--- src/rtl/cla_pipe_adder_pkg.sv ---
// -----------------------------------------------------------------------------
// cla_pipe_adder_pkg
// Shared constants and helpers for the pipelined carry-lookahead adder.
//   DEF_WIDTH   : default operand/result width
//   DEF_GROUP   : default lookahead group width (bits resolved per stage)
//   calc_stages : pipeline depth for a given width/group split
//   flags_t     : status flags registered alongside the final sum
// -----------------------------------------------------------------------------
package cla_pipe_adder_pkg;

   localparam int DEF_WIDTH = 32;
   localparam int DEF_GROUP = 4;

   // One group is resolved per stage, so depth is simply the group count.
   function automatic int calc_stages(input int width, input int group);
      return width / group;
   endfunction

   typedef struct packed {
      logic cout;
      logic ovf;
      logic zero;
   } flags_t;

endpackage

--- src/rtl/cla_pipe_adder_group.sv ---
// -----------------------------------------------------------------------------
// cla_group
// Combinational GROUP-bit carry-lookahead cell. Every internal carry is the
// fully expanded generate/propagate sum-of-products, so no carry ripples
// inside the group.
//   a, b  : group operand slices (b already inverted for subtraction)
//   c_in  : carry into the group
//   sum   : group sum slice
//   c_out : carry out of the group
//   gp    : group propagate (AND of all bit propagates)
//   gg    : group generate (carry out assuming c_in = 0)
// -----------------------------------------------------------------------------
module cla_group
   import cla_pipe_adder_pkg::*;
#(
   parameter int GROUP = DEF_GROUP
) (
   input  logic [GROUP-1:0] a,
   input  logic [GROUP-1:0] b,
   input  logic             c_in,
   output logic [GROUP-1:0] sum,
   output logic             c_out,
   output logic             gp,
   output logic             gg
);

   generate
      if (GROUP < 1) begin : g_bad_group
         $error("cla_group: GROUP must be at least 1");
      end
   endgenerate

   logic [GROUP-1:0] p;
   logic [GROUP-1:0] g;
   logic [GROUP:0]   carry;
   logic             gen_acc;
   logic             prop_acc;

   assign p = a ^ b;
   assign g = a & b;

   // carry[i+1] = g[i] | p[i]g[i-1] | p[i]p[i-1]g[i-2] | ... | p[i..0]c_in.
   // gen_acc collects the generate terms from the top bit downward while
   // prop_acc accumulates the running propagate product that gates them.
   always_comb begin
      carry    = '0;
      carry[0] = c_in;
      gen_acc  = 1'b0;
      prop_acc = 1'b1;
      for (int i = 0; i < GROUP; i++) begin
         gen_acc  = g[i];
         prop_acc = p[i];
         for (int j = i - 1; j >= 0; j--) begin
            gen_acc  = gen_acc | (prop_acc & g[j]);
            prop_acc = prop_acc & p[j];
         end
         carry[i+1] = gen_acc | (prop_acc & c_in);
      end
   end

   // After the last iteration the accumulators hold the whole-group terms.
   assign sum   = p ^ carry[GROUP-1:0];
   assign c_out = carry[GROUP];
   assign gp    = prop_acc;
   assign gg    = gen_acc;

endmodule

--- src/rtl/cla_pipe_adder.sv ---
// -----------------------------------------------------------------------------
// cla_pipe_adder
// Pipelined carry-lookahead adder/subtractor with valid/ready handshakes.
// Stage k resolves lookahead group k; the group carry moves forward through
// a register each cycle, and the upper operand slices travel alongside it.
//   clk, rst_n          : clock, asynchronous active-low reset
//   in_valid, in_ready  : input handshake (in_ready = pipeline may advance)
//   a, b, sub, cin      : operands; sub=1 computes a + ~b + 1 and ignores cin
//   out_valid, out_ready: output handshake
//   sum, cout, ovf, zero: result and flags (cout=1 on sub means no borrow)
// Latency is STAGES cycles from acceptance to out_valid; throughput 1/cycle.
// -----------------------------------------------------------------------------
module cla_pipe_adder
   import cla_pipe_adder_pkg::*;
#(
   parameter int WIDTH = DEF_WIDTH,
   parameter int GROUP = DEF_GROUP
) (
   input  logic             clk,
   input  logic             rst_n,
   input  logic             in_valid,
   output logic             in_ready,
   input  logic [WIDTH-1:0] a,
   input  logic [WIDTH-1:0] b,
   input  logic             sub,
   input  logic             cin,
   output logic             out_valid,
   input  logic             out_ready,
   output logic [WIDTH-1:0] sum,
   output logic             cout,
   output logic             ovf,
   output logic             zero
);

   localparam int STAGES = calc_stages(WIDTH, GROUP);

   generate
      if ((GROUP < 1) || (WIDTH < GROUP) || ((WIDTH % GROUP) != 0)) begin : g_bad_width
         $error("cla_pipe_adder: WIDTH must be a non-zero multiple of GROUP");
      end
   endgenerate

   // Stage registers: entry k feeds the lookahead cell for group k.
   logic [WIDTH-1:0]  a_reg     [STAGES];
   logic [WIDTH-1:0]  a_next    [STAGES];
   logic [WIDTH-1:0]  b_reg     [STAGES];
   logic [WIDTH-1:0]  b_next    [STAGES];
   logic [WIDTH-1:0]  sum_reg   [STAGES];
   logic [WIDTH-1:0]  sum_next  [STAGES];
   logic [STAGES-1:0] carry_reg;
   logic [STAGES-1:0] carry_next;
   logic [STAGES-1:0] valid_reg;
   logic [STAGES-1:0] valid_next;

   // Output registers.
   logic [WIDTH-1:0]  res_reg;
   logic [WIDTH-1:0]  res_next;
   flags_t            flags_reg;
   flags_t            flags_next;
   logic              out_valid_reg;
   logic              out_valid_next;

   // Per-stage lookahead results.
   logic [GROUP-1:0]  grp_sum   [STAGES];
   logic [STAGES-1:0] grp_cout;
   logic [STAGES-1:0] grp_gp;
   logic [STAGES-1:0] grp_gg;

   logic adv;
   logic msb_carry;

   // The whole pipe moves in lockstep; an empty output slot or a consuming
   // downstream lets everything shift, bubbles included.
   assign adv      = ~out_valid_reg | out_ready;
   assign in_ready = adv;

   generate
      for (genvar gi = 0; gi < STAGES; gi++) begin : g_stage
         cla_group #(
            .GROUP (GROUP)
         ) u_group (
            .a     (a_reg[gi][gi*GROUP +: GROUP]),
            .b     (b_reg[gi][gi*GROUP +: GROUP]),
            .c_in  (carry_reg[gi]),
            .sum   (grp_sum[gi]),
            .c_out (grp_cout[gi]),
            .gp    (grp_gp[gi]),
            .gg    (grp_gg[gi])
         );
      end
   endgenerate

   // Group P/G are not needed here: the cell already folds c_in into c_out.
   logic unused_group_pg;
   assign unused_group_pg = ^{grp_gp, grp_gg};

   always_comb begin
      // Stage 0 loads the operands; subtraction is a + ~b + 1.
      a_next[0]     = a;
      b_next[0]     = sub ? ~b : b;
      sum_next[0]   = '0;
      carry_next[0] = sub | cin;
      valid_next[0] = in_valid;

      // Each later stage takes its predecessor's operands, the lower sum
      // slices resolved so far plus the slice just produced, and its carry.
      for (int k = 1; k < STAGES; k++) begin
         a_next[k]                        = a_reg[k-1];
         b_next[k]                        = b_reg[k-1];
         sum_next[k]                      = sum_reg[k-1];
         sum_next[k][(k-1)*GROUP +: GROUP] = grp_sum[k-1];
         carry_next[k]                    = grp_cout[k-1];
         valid_next[k]                    = valid_reg[k-1];
      end

      res_next                        = sum_reg[STAGES-1];
      res_next[WIDTH-GROUP +: GROUP]  = grp_sum[STAGES-1];

      // Carry into the MSB recovered from the MSB sum bit: s = a ^ b ^ c.
      msb_carry = res_next[WIDTH-1] ^ a_reg[STAGES-1][WIDTH-1] ^ b_reg[STAGES-1][WIDTH-1];

      flags_next.cout = grp_cout[STAGES-1];
      flags_next.ovf  = msb_carry ^ grp_cout[STAGES-1];
      flags_next.zero = (res_next == '0);
      out_valid_next  = valid_reg[STAGES-1];
   end

   // Data registers are cleared too so outputs never show X after reset.
   always_ff @(posedge clk or negedge rst_n) begin
      if (!rst_n) begin
         for (int k = 0; k < STAGES; k++) begin
            a_reg[k]   <= '0;
            b_reg[k]   <= '0;
            sum_reg[k] <= '0;
         end
         carry_reg     <= '0;
         valid_reg     <= '0;
         res_reg       <= '0;
         flags_reg     <= '0;
         out_valid_reg <= 1'b0;
      end else if (adv) begin
         a_reg         <= a_next;
         b_reg         <= b_next;
         sum_reg       <= sum_next;
         carry_reg     <= carry_next;
         valid_reg     <= valid_next;
         res_reg       <= res_next;
         flags_reg     <= flags_next;
         out_valid_reg <= out_valid_next;
      end
   end

   assign out_valid = out_valid_reg;
   assign sum       = res_reg;
   assign cout      = flags_reg.cout;
   assign ovf       = flags_reg.ovf;
   assign zero      = flags_reg.zero;

endmodule

--- config.mk ---
export PLATFORM = sky130hd
export DESIGN_NAME = cla_pipe_adder
export DESIGN_NICKNAME = d
export VERILOG_FILES = /design/src/rtl/cla_pipe_adder_pkg.sv /design/src/rtl/cla_pipe_adder_group.sv /design/src/rtl/cla_pipe_adder.sv
export SDC_FILE = /design/constraint.sdc
export NUM_CORES = 1
export LEC_CHECK = 0
export ABC_AREA = 0
export CORE_AREA = 5 5 189 191
export DETAILED_ROUTE_END_ITERATION = 12
export DIE_AREA = 0 0 194 196
export HOLD_SLACK_MARGIN = 0.1
export MAX_ROUTING_LAYER = met4
export PLACE_DENSITY = 0.72
export SETUP_SLACK_MARGIN = 0.4
export SLEW_MARGIN = 10
export SYNTH_ARGS = -nofsm -noshare
export SYNTH_HDL_FRONTEND = slang
export SYNTH_SLANG_ARGS = --single-unit
--- constraint.sdc ---
create_clock -name clk -period 2.3 [get_ports clk]
set_input_delay 0.23 -clock clk [delete_from_list [all_inputs] [get_ports clk]]
set_output_delay 0.23 -clock clk [all_outputs]
set_load 0.02 [all_outputs]
# Yosys cells after proc, flatten, opt, wreduce, memory -nomap -nowiden
# Cells that the tools add are included.
# Widths: inputs -> output; s select.
# word_totals
output_inout_bits	37
register_bits	676
inputBits	70
wordCells	271
# classes
n_bitwise	239
mux	1
reduce_logical	1
# op_table
op	count
$and 1x1->1	128
$or 1x1->1	82
$xor 4x4->4	16
$and 4x4->4	8
$logic_not 32->1	1
$mux 32	1
$not 32->32	1
$xor 1x1->1	3
$not 1->1	1

# Longest topological paths before layout
# depth
ltp_word	9
mapped_depth	7
ltp_nobuf	6

# Hierarchy
# From an unflattened synthesis, not the netlist that was laid out.
# hier_totals
cells_unflattened	2075
hier_area_um2	18985.7
# modules_own_cells
module	seq_area_each_um2	instances	cells_per_inst	area_each_um2
cla_pipe_adder	11310.8	1	1923	17599.4
cla_group at g_stage[2].u_group ...	0.0	4	18	167.7
cla_group at g_stage[0].u_group ...	0.0	2	22	186.4
cla_group at g_stage[6].u_group ...	0.0	2	18	171.4

# Worst setup path after synthesis
# OpenSTA, ideal clock, no wires.
# synth_path
kind	reg2reg
start	register a_reg[28] in the netlist's numbering
end	register flags_reg (netlist bit zero)
t_arrival_ns	1.466
stages_incl_launch_ff	6
period_less_slack_ns	1.588
path_slack_ns	0.712
required_ns	2.178
path_buffers	0
setup_time_ns	0.122
cell_sequence	dfrtp_1 ha_1 a211oi_2 o21bai_2 xnor2_2 a32o_1
# synth_between
elab_chain_len	6
word_cells_on_any_way	16
classes_between	bitwise (15); reduce/logical (1)
# synth_lines
item	line	source
from (decl)	cla_pipe_adder.sv:44	logic [WIDTH-1:0] a_reg [STAGES];
from (signal assigned)	cla_pipe_adder.sv:142	a_reg <= a_next;
$and 4x4->4 or $xor 4x4->4 (tied branches)	cla_pipe_adder_group.sv:40, cla_pipe_adder_group.sv:39	
$and 1x1->1, on equally long branches	cla_pipe_adder_group.sv:54, cla_pipe_adder_group.sv:55	
$or 1x1->1 or $and 1x1->1 (tied branches)	cla_pipe_adder_group.sv:54, cla_pipe_adder_group.sv:57	
$or 1x1->1	cla_pipe_adder_group.sv:57	carry[i+1] = gen_acc | (prop_acc & c_in);
$xor 4x4->4 (*)	cla_pipe_adder_group.sv:62	assign sum = p ^ carry[GROUP-1:0];
$logic_not 32->1 (*)	cla_pipe_adder.sv:124	flags_next.zero = (res_next == '0);
to (signal assigned)	cla_pipe_adder.sv:148	flags_reg <= flags_next;
to (decl)	cla_pipe_adder.sv:58	flags_t flags_reg;
# Every way passes the cells marked *; elsewhere a longest branch is shown, timed or not.
# A chain may end at the register's enable or synchronous reset.

# Worst setup path in the final report
# layout_path
start	register res_reg[19], in the netlist sum[19]
end	output sum[19]
# layout_rtl
item	line	source
from (decl)	cla_pipe_adder.sv:56	logic [WIDTH-1:0] res_reg;
from (signal assigned)	cla_pipe_adder.sv:147	res_reg <= res_next;
to (decl)	cla_pipe_adder.sv:29	output logic [WIDTH-1:0] sum,
# No word-level cell between the ends.

==> out/results.tsv <==
metric	value	unit
Worst path top cell family by delay	buffers and inverters	
startpoint types	flip-flop	
via/cell ratio	4.912	
Finished Cell Area	21320	sq um
Fmax	0.5518	GHz
final antenna-violating net count	0	
first-pass GRT wire length	62080	um
r2r worst-path depth	6	
Slowest cell on crit path	clkdlybuf4s50_1	
H-tree depth	2	
Worst Tran Pin Value	0.5526	ns
Bufs and invs on worst path	1	
worst r2r src	a_reg[28]$_DFFE_PN0P_	
post-synthesis sequential area ratio	61.99	%
All-Layer GR Usage	19.66	%
largest cells by area after synthesis	dfrtp_1 62%, nand2_1 25%, xnor2_1 2.7%, buf_2 2.2%, ha_1 2.2%	
Worst Skew	0.01649	ns
Worst-Skew Late Latency	0.55	ns
CP peak stage delay	0.63	ns
syn nets	2112	
area delta synth->final	16.83	%
Yosys reg bits	452	
final wirelength	35390	um
Critical Path RT	2.07	ns
Final Core Density	62.80	%
hold path endpoint	a_next[222]$_DFFE_PN0P_	
top-count cell post-synth	nand2_1	
Wirelength per Cell	13.71	um
Synth Cell Area	18250	sq um
unrepaired setup endpoints after global routing	no	
post-synth cell types	32	
status	finished, final reports clean	
CP Max Fanout	2	
drt drc	0	
IO buf count	106	
Pre-antenna DRT Iters	5	
vias in the first global route	12760	
TritonCTS Buffers	46	
Peak VDD IR	0.7741	mV
relative slew slack	63.16	%
MaxCap Viol Count	0	
share of the synthesized area in the top cell type	61.99	%
crit end category	output port	
Layout fillers	2826	
asr flop ratio synth	100.0	%
Reg-to-Reg End	zero$_DFFE_PN0P_	
top_reg_cell synth	dfrtp_1	
DRT iter0 DRCs	911	
Cells after Synth	2002	
CP Class	flip-flop to output port	
# rows	68	
Yosys top cell by area	dfrtp_1	
Final Wtd Congestion	0.7900	
CTS tree	done	
Max Slew Vio Count	0	
Hold Crit Start	a[30]	
n_diodes	0	
CTS sink cnt	452	
Final Worst Setup Slack	0.4879	ns
Vias	12680	
net count reported at finish	2200	
Congestion Overflow GR	0	
reg-to-reg slack, setup	0.53	ns
crit path DAT	1.58	ns
die width	194	um
DP Area	19850	sq um
endpoints failing setup	0	
worst-path cell chain	clkdlybuf4s50_1	
pin count of the biggest net entering global routing	91	
Min Clock Period, post-route	1.812	ns
# IOs	107	
Clock Tree Buf Depth	3	
share of cells above drive strength 1	5.595	%
Period Utilization, post-route	78.79	%
starting density of the core	53.75	%
worst slack at placement	0.3095	ns
die height	196	um
setup TNS	0	ns
power density over cell area	1389	nW/um^2
setup bufs post-CTS	0	
Core ar.	33950	sq um
list of most frequent post-synthesis cells	1,210 x nand2_1, 452 x dfrtp_1, 81 x buf_2	
clk slew on worst S/H paths	0.06	ns
Clock Tree Root	clkbuf_16	
dpl hpwl	23420	um
die area	38020	sq um
syn avg cell area	9.115	sq um
Hold Violations, Final	0	
initial antenna violation count	0	
hold depth	3	
leak pwr	11.04	nW
synth warn	0	
Post-synth EDFFs	0	
hold crit path type	input port to flip-flop	
==> kinds of logic after synthesis <==
logic type               synth area share (%)
buffers and inverters                   3.230
AND/OR/NAND/NOR                         25.75
AO/OA/AOI/OAI                           3.134
XOR/XNOR                                2.825
adder cells (fa/ha/maj)                 3.072
flip-flops                              61.99
==> placed cells by master, fill, tap and decap left out, drive strengths merged, types with 12 or more instances in the layout <==
| cell type | n |
|---|---|
| nand2 | 1210 |
| dfrtp | 452 |
| clkbuf | 70 |
| clkinv | 12 |
| ha | 32 |
| o21ai | 59 |
| nor2 | 12 |
| a21oi | 23 |
| buf | 39 |
| xnor2 | 57 |
| clkdlybuf4s50 | 103 |
==> through the flow <==
stage / power [W] / instances / hold WS [ns]
after global routing: 0.03196 / 2582 / 0.2201
after CTS: 0.02992 / 2582 / 0.1884
after floorplan: 0.01960 / 2002 / -0.06559
final: 0.02961 / 2582 / 0.2086
after global placement: 0.02229 / 2496 / 0.2273
after detailed placement: 0.02280 / 2496 / 0.2238
==> per-layer routing <==
layer	track usage [%]	routed length, um
met1	27.25	16370
met5	-	0
met3	3.108	1538
met2	31.43	16880
met4	4.089	603
==> report_power, final <==
group / internal [W] / switching [W]
Sequential: 0.0115 / 0.00217
Combinational: 0.00370 / 0.00520
Clock: 0.00403 / 0.00300
Total: 0.0192 / 0.0104
==> what timing repair did <==
| item | 4_1_cts | 5_1_grt |
|---|---|---|
| endpoints found under the hold margin | 107 | 0 |
| gates resized for setup | 1 | 3 |
| cloned | 0 | 0 |
| endpoints found under the setup margin | 1 | 3 |
| hold buffers | 1 | 0 |
==> worst max path at each step <==
stage / from / endpoint / slack (ns) / cells after the start
2_1_floorplan: a_reg[28]$_DFFE_PN0P_ / zero$_DFFE_PN0P_ / 0.71 / 5
3_3_place_gp: out_ready / a_next[118]$_DFFE_PN0P_ / 0.36 / 6
3_5_place_dp: out_ready / b_next[210]$_DFFE_PN0P_ / 0.31 / 5
4_1_cts: out_valid$_DFFE_PN0P_ / in_ready / 0.44 / 3
5_1_grt: a_reg[28]$_DFFE_PN0P_ / ovf$_DFFE_PN0P_ / 0.42 / 6
6_report: sum[19]$_DFFE_PN0P_ / sum[19] / 0.49 / 1
==> layout make-up <==
class	count	area (sq um)	share of cell area (%)
sequential	452	11310	53.06
multi-input combinational	1438	6365	29.86
timing repair buffer	144	1598	7.495
clock buffer	70	1341	6.292
tap	455	569.3	2.671
clock inverter	15	96.34	0.4519
inverter	8	37.54	0.1761
(Power assumes the default switching activity.)
==> RTL change 1: new RTL, config.mk and constraints unchanged <==
The package constant `DEF_GROUP` goes from 4 to 8.
--- a/src/rtl/cla_pipe_adder_pkg.sv
+++ b/src/rtl/cla_pipe_adder_pkg.sv
@@ -10,5 +10,5 @@
 
    localparam int DEF_WIDTH = 32;
-   localparam int DEF_GROUP = 4;
+   localparam int DEF_GROUP = 8;
 
    // One group is resolved per stage, so depth is simply the group count.
Check against the original RTL: not equivalent (Yosys sat finds a counterexample within 10 cycles, from zero or initial values and one cycle with rst_n low).
==> RTL change 1 against the original RTL <==
Combinational power decreased by 9.6%; sequential power decreased by 44%; total power decreased by 32%; register-to-register slack got worse by 0.44 ns; setup slack got worse by 0.40 ns; sequential cell count decreased by 200; design area decreased by 36%; largest cell class unchanged; synthesized area decreased by 40%; wire length decreased by 32%; sequential share of layout area decreased by 7.0 points; die area unchanged.
==> RTL change 1: results (changes against the original RTL) <==
GRT Overall Usage - 13.10% (was 19.66%)
vias in the first global route - 8068 (was 12.76k)
dpl cells - 1723 (was 2496)
worst-path fanout max - 3 (was 2)
total number of vias - 7919 (was 12.68k)
first-pass GRT wire length - 41200 um (was 62080 um)
register area share after synthesis - 57.95% (was 61.99%)
Iteration-0 DRC Markers - 623 (was 911)
clock latency on the worst-skew pair - 0.53 ns (was 0.55 ns)
peak supply drop - 0.5537 mV (was 0.7741 mV)
Unique masters post-synth - 38 (was 32)
RePlAce Congestion - 0.8099 (was 0.7900)
status - finished clean (unchanged)
clk_skew - 0.02598 ns (was 0.01649 ns)
Synth Instances - 1205 (was 2002)
Top delay family on crit path - compound AO/OA/AOI/OAI gates (was buffers and inverters)
post-DP HPWL - 16310 um (was 23420 um)
layout cells sized above 1 - 7.988% (was 5.595%)
pin count of the biggest net entering global routing - 124 (was 91)
CP max stage cell - dfrtp_1 (was clkdlybuf4s50_1)
Area contributors post-synth - dfrtp_1 (58%), nand2_1 (20%), ha_1 (3.8%) (was dfrtp_1 (62%), nand2_1 (25%), xnor2_1 (2.7%))
Critical Path AT - 2.63 ns (was 1.58 ns)
Leak Pwr - 6.564 nW (was 11.04 nW)
CTS buffer count - 26 (was 46)
relative slew slack - 60.36% (was 63.16%)
DP Area - 12520 um2 (was 19850 um2)
commonest cells in the netlist - nand2_1 (588), dfrtp_1 (252), o21ai_0 (52), xnor2_1 (42), nor2_1 (41) (was nand2_1 (1210), dfrtp_1 (452), buf_2 (81), o21ai_0 (57), xnor2_1 (56))
Post-Route WL - 24200 um (was 35390 um)
Synth Net Count - 1312 (was 2112)
WL/cell - 13.58 um (was 13.71 um)
hold crit path type - in2reg (unchanged)
fill count - 3352 (was 2826)
slowest stage delay, CP - 0.39 ns (was 0.63 ns)
reg2reg path depth - 7 (was 6)
R2R setup slack - 0.09 ns (was 0.53 ns)
number of port buffers - 106 (unchanged)
Total Nets Final - 1415 (was 2200)
CTS HTree Levels - 1 (was 2)
worst hold slack - 0.2220 ns (was 0.2086 ns)
DR pass1 iterations - 5 (unchanged)
RTL change 1: changes by cell type after synthesis, sizes merged, moves of 11 or more:
cell and change:
xnor2 -15, clkbuf +31, buf -76, nand2 -622, inv +11, dfrtp -200, xor2 +15, nor2 +29
RTL change 1: final timing paths:
path / end / start
hold reg to reg: sum[10] / sum[10]
setup reg to reg: sum[31] / b_reg[24]
min in group asynchronous: sum[31] / rst_n
setup / recovery: sum[31] / b_reg[24]
max in group asynchronous: b_next[42] / rst_n
hold / removal: a_next[82] / a[18]
RTL change 1: report_power, final:
part,internal [mW],switching [mW]
clock network,2.59,1.72
logic,3.51,4.54
registers,6.43,1.27
total,12.5,7.54
RTL change 1: area by class of cell:
cell class,count,share of cell area [%]
flip-flops and latches,252,46.06
multi-input cells,874,32.55
repair buffers,134,10.14
clock buffers,36,5.392
well taps,455,4.158
clock inverters,11,1.106
inverters,20,0.5849
RTL change 1: cells by family after synthesis:
kind of cell | Yosys count | share of synthesized area, %
simple gates | 667 | 23.80
flops | 252 | 57.95
compound gates | 110 | 5.887
buf+inv | 79 | 2.955
xor+xnor | 58 | 4.668
fa+ha+maj | 37 | 4.530
mux | 2 | 0.2070
RTL change 1: worst register-to-register path: stages (launching register included):
cell and delay (ns):
dfrtp_1 0.39, ha_1 0.33, a211oi_2 0.32, nor3_2 0.11
o31ai_2 0.32, nand2_2 0.17, xor2_2 0.19, mux2_4 0.27
RTL change 1: timing repair:
item                                    CTS  global route
pin swaps                                14            28
hold buffers                              1             0
hold endpoints to repair                 68             0
setup buffers                             6             5
gates resized for setup                  14            20
endpoints found under the setup margin   14            17
RTL change 1: metal layers:
metal / vias to the layer above / global-route usage [%] / share of wire (%)
met5: - / - / 0
met4: 0 / 2.839 / 1.5
met3: 31 / 1.580 / 3.2
met2: 133 / 20.07 / 45
met1: 3736 / 18.89 / 50
li1: 4019 / - / -
RTL change 1: metrics by stage:
stage               util [%]  setup slack (ns)  total power [mW]
global route           40.33          -0.02408             21.68
global placement       36.89            0.1956             14.76
finish                 40.33           0.08590             20.07
floorplan                  -            0.2924             12.48
detailed placement     36.89            0.1350             15.06
CTS                    39.94            0.1878             19.83
==> RTL change 2: new RTL, same settings <==
Made on the original files. Make the reset (`rst_n`) synchronous in one clocked block. Comments in the files are not updated.
--- a/src/rtl/cla_pipe_adder.sv
+++ b/src/rtl/cla_pipe_adder.sv
@@ -127,5 +127,5 @@
 
    // Data registers are cleared too so outputs never show X after reset.
-   always_ff @(posedge clk or negedge rst_n) begin
+   always_ff @(posedge clk) begin
       if (!rst_n) begin
          for (int k = 0; k < STAGES; k++) begin
Formal check against the unedited RTL: differs if rst_n is asserted again (counterexample within 4 cycles, from zero or initial values and one cycle with rst_n low); with rst_n held inactive, the same outputs for 10 cycles.
==> RTL change 2 against the original RTL <==
Design area decreased by 1.6%; highest routed layer unchanged; setup slack got worse by 0.039 ns; critical path type is now reg2reg; wire length decreased by 2.5%; sequential cell count stayed put; register-to-register slack worse by 0.08 ns; synthesized area down 2.5%.
Power is not compared: it rests on default switching activity, and its combinational part moved more than twofold at a synthesized area within 25%.
==> RTL change 2: results (changes against the original RTL) <==
status - finished clean (unchanged)
clk_skew - 0.009944 ns (was 0.01649 ns)
PnR Total Power - 16.68 mW
Area contributors post-synth - dfxtp_1 (51%), nand2_1 (17%), a21boi_0 (13%) (was dfrtp_1 (62%), nand2_1 (25%), xnor2_1 (2.7%))
comb_multi_in - 1449 (was 1438)
Top delay family on crit path - simple AND/OR/NAND/NOR gates (was buffers and inverters)
DP Area - 19190 um2 (was 19850 um2)
pre-CTS setup slack - 0.2263 ns (was 0.3095 ns)
Top FF cell, synth - dfxtp_1 (was dfrtp_1)
postcts setup bufs - 2 (was 0)
layout cells sized above 1 - 5.493% (was 5.595%)
Synth Instances - 2059 (was 2002)
M3 GR Usage - 2.748% (was 3.108%)
Hold Path End - zero (was a_next[222])
fraction of area in registers - 43.16% (was 53.06%)
Multi-input gate area - 8089 um2 (was 6365 um2)
reg2reg path depth - 5 (was 6)
relative slew slack - 49.18% (was 63.16%)
vias in the first global route - 12.18k (was 12.76k)
register area share after synthesis - 50.85% (was 61.99%)
Resized cells post-CTS - 4 (was 1)
WL/cell - 13.35 um (was 13.71 um)
Cell Count, Final, Fillers Out - 2585 (was 2582)
met2 usage - 26.52% (was 31.43%)
WHS Path Cells - 5 (was 3)
Critical Path AT - 2.32 ns (was 1.58 ns)
reg2reg end - zero (unchanged)
worst-path fanout max - 3 (was 2)
R2R setup slack - 0.45 ns (was 0.53 ns)
RePlAce Congestion - 0.7861 (was 0.7900)
first-pass GRT wire length - 57730 um (was 62080 um)
met1 Resource Use GR - 25.12% (was 27.25%)
GRT Overall Usage - 17.63% (was 19.66%)
ys async rst share - 0% (was 100.0%)
final instance area - 20980 um2 (was 21320 um2)
pin count of the biggest net entering global routing - 201 (was 91)
Synth Net Count - 2169 (was 2112)
Clock-cell share - 7.748% (was 6.744%)
[RTL change 2: cell count changes after synthesis, sizes merged, moves of 8 or more]
cell    change
clkbuf     +75
o211a      +40
o21ai      -35
xnor2      -16
nand2     -390
buf        -24
and2        +8
dfrtp     -452
dfxtp     +452
o21bai      -8
a21boi    +386
[RTL change 2: layer usage]
layer | vias to the layer above | wire [um]
met2 | 187 | 15010
met4 | 0 | 750
met3 | 67 | 1299
met5 | - | 0
li1 | 6818 | -
met1 | 6128 | 17440
[RTL change 2: worst max path at each step]
stage	slack, ns	startpoint	end
finish	0.45	b_reg[28]	zero
global placement	0.24	carry_reg[7]	zero
global route	0.35	b_reg[28]	zero
floorplan	0.53	a_reg[28]	zero
CTS	0.41	b_reg[28]	zero
detailed placement	0.23	out_ready	res_next[8]
[RTL change 2: logic make-up after synthesis]
family	after synthesis	synth area share [%]
flops	452	50.85
simple gates	866	18.74
fa+ha+maj	40	3.150
compound gates	494	21.07
xor+xnor	49	2.412
buf+inv	158	3.776
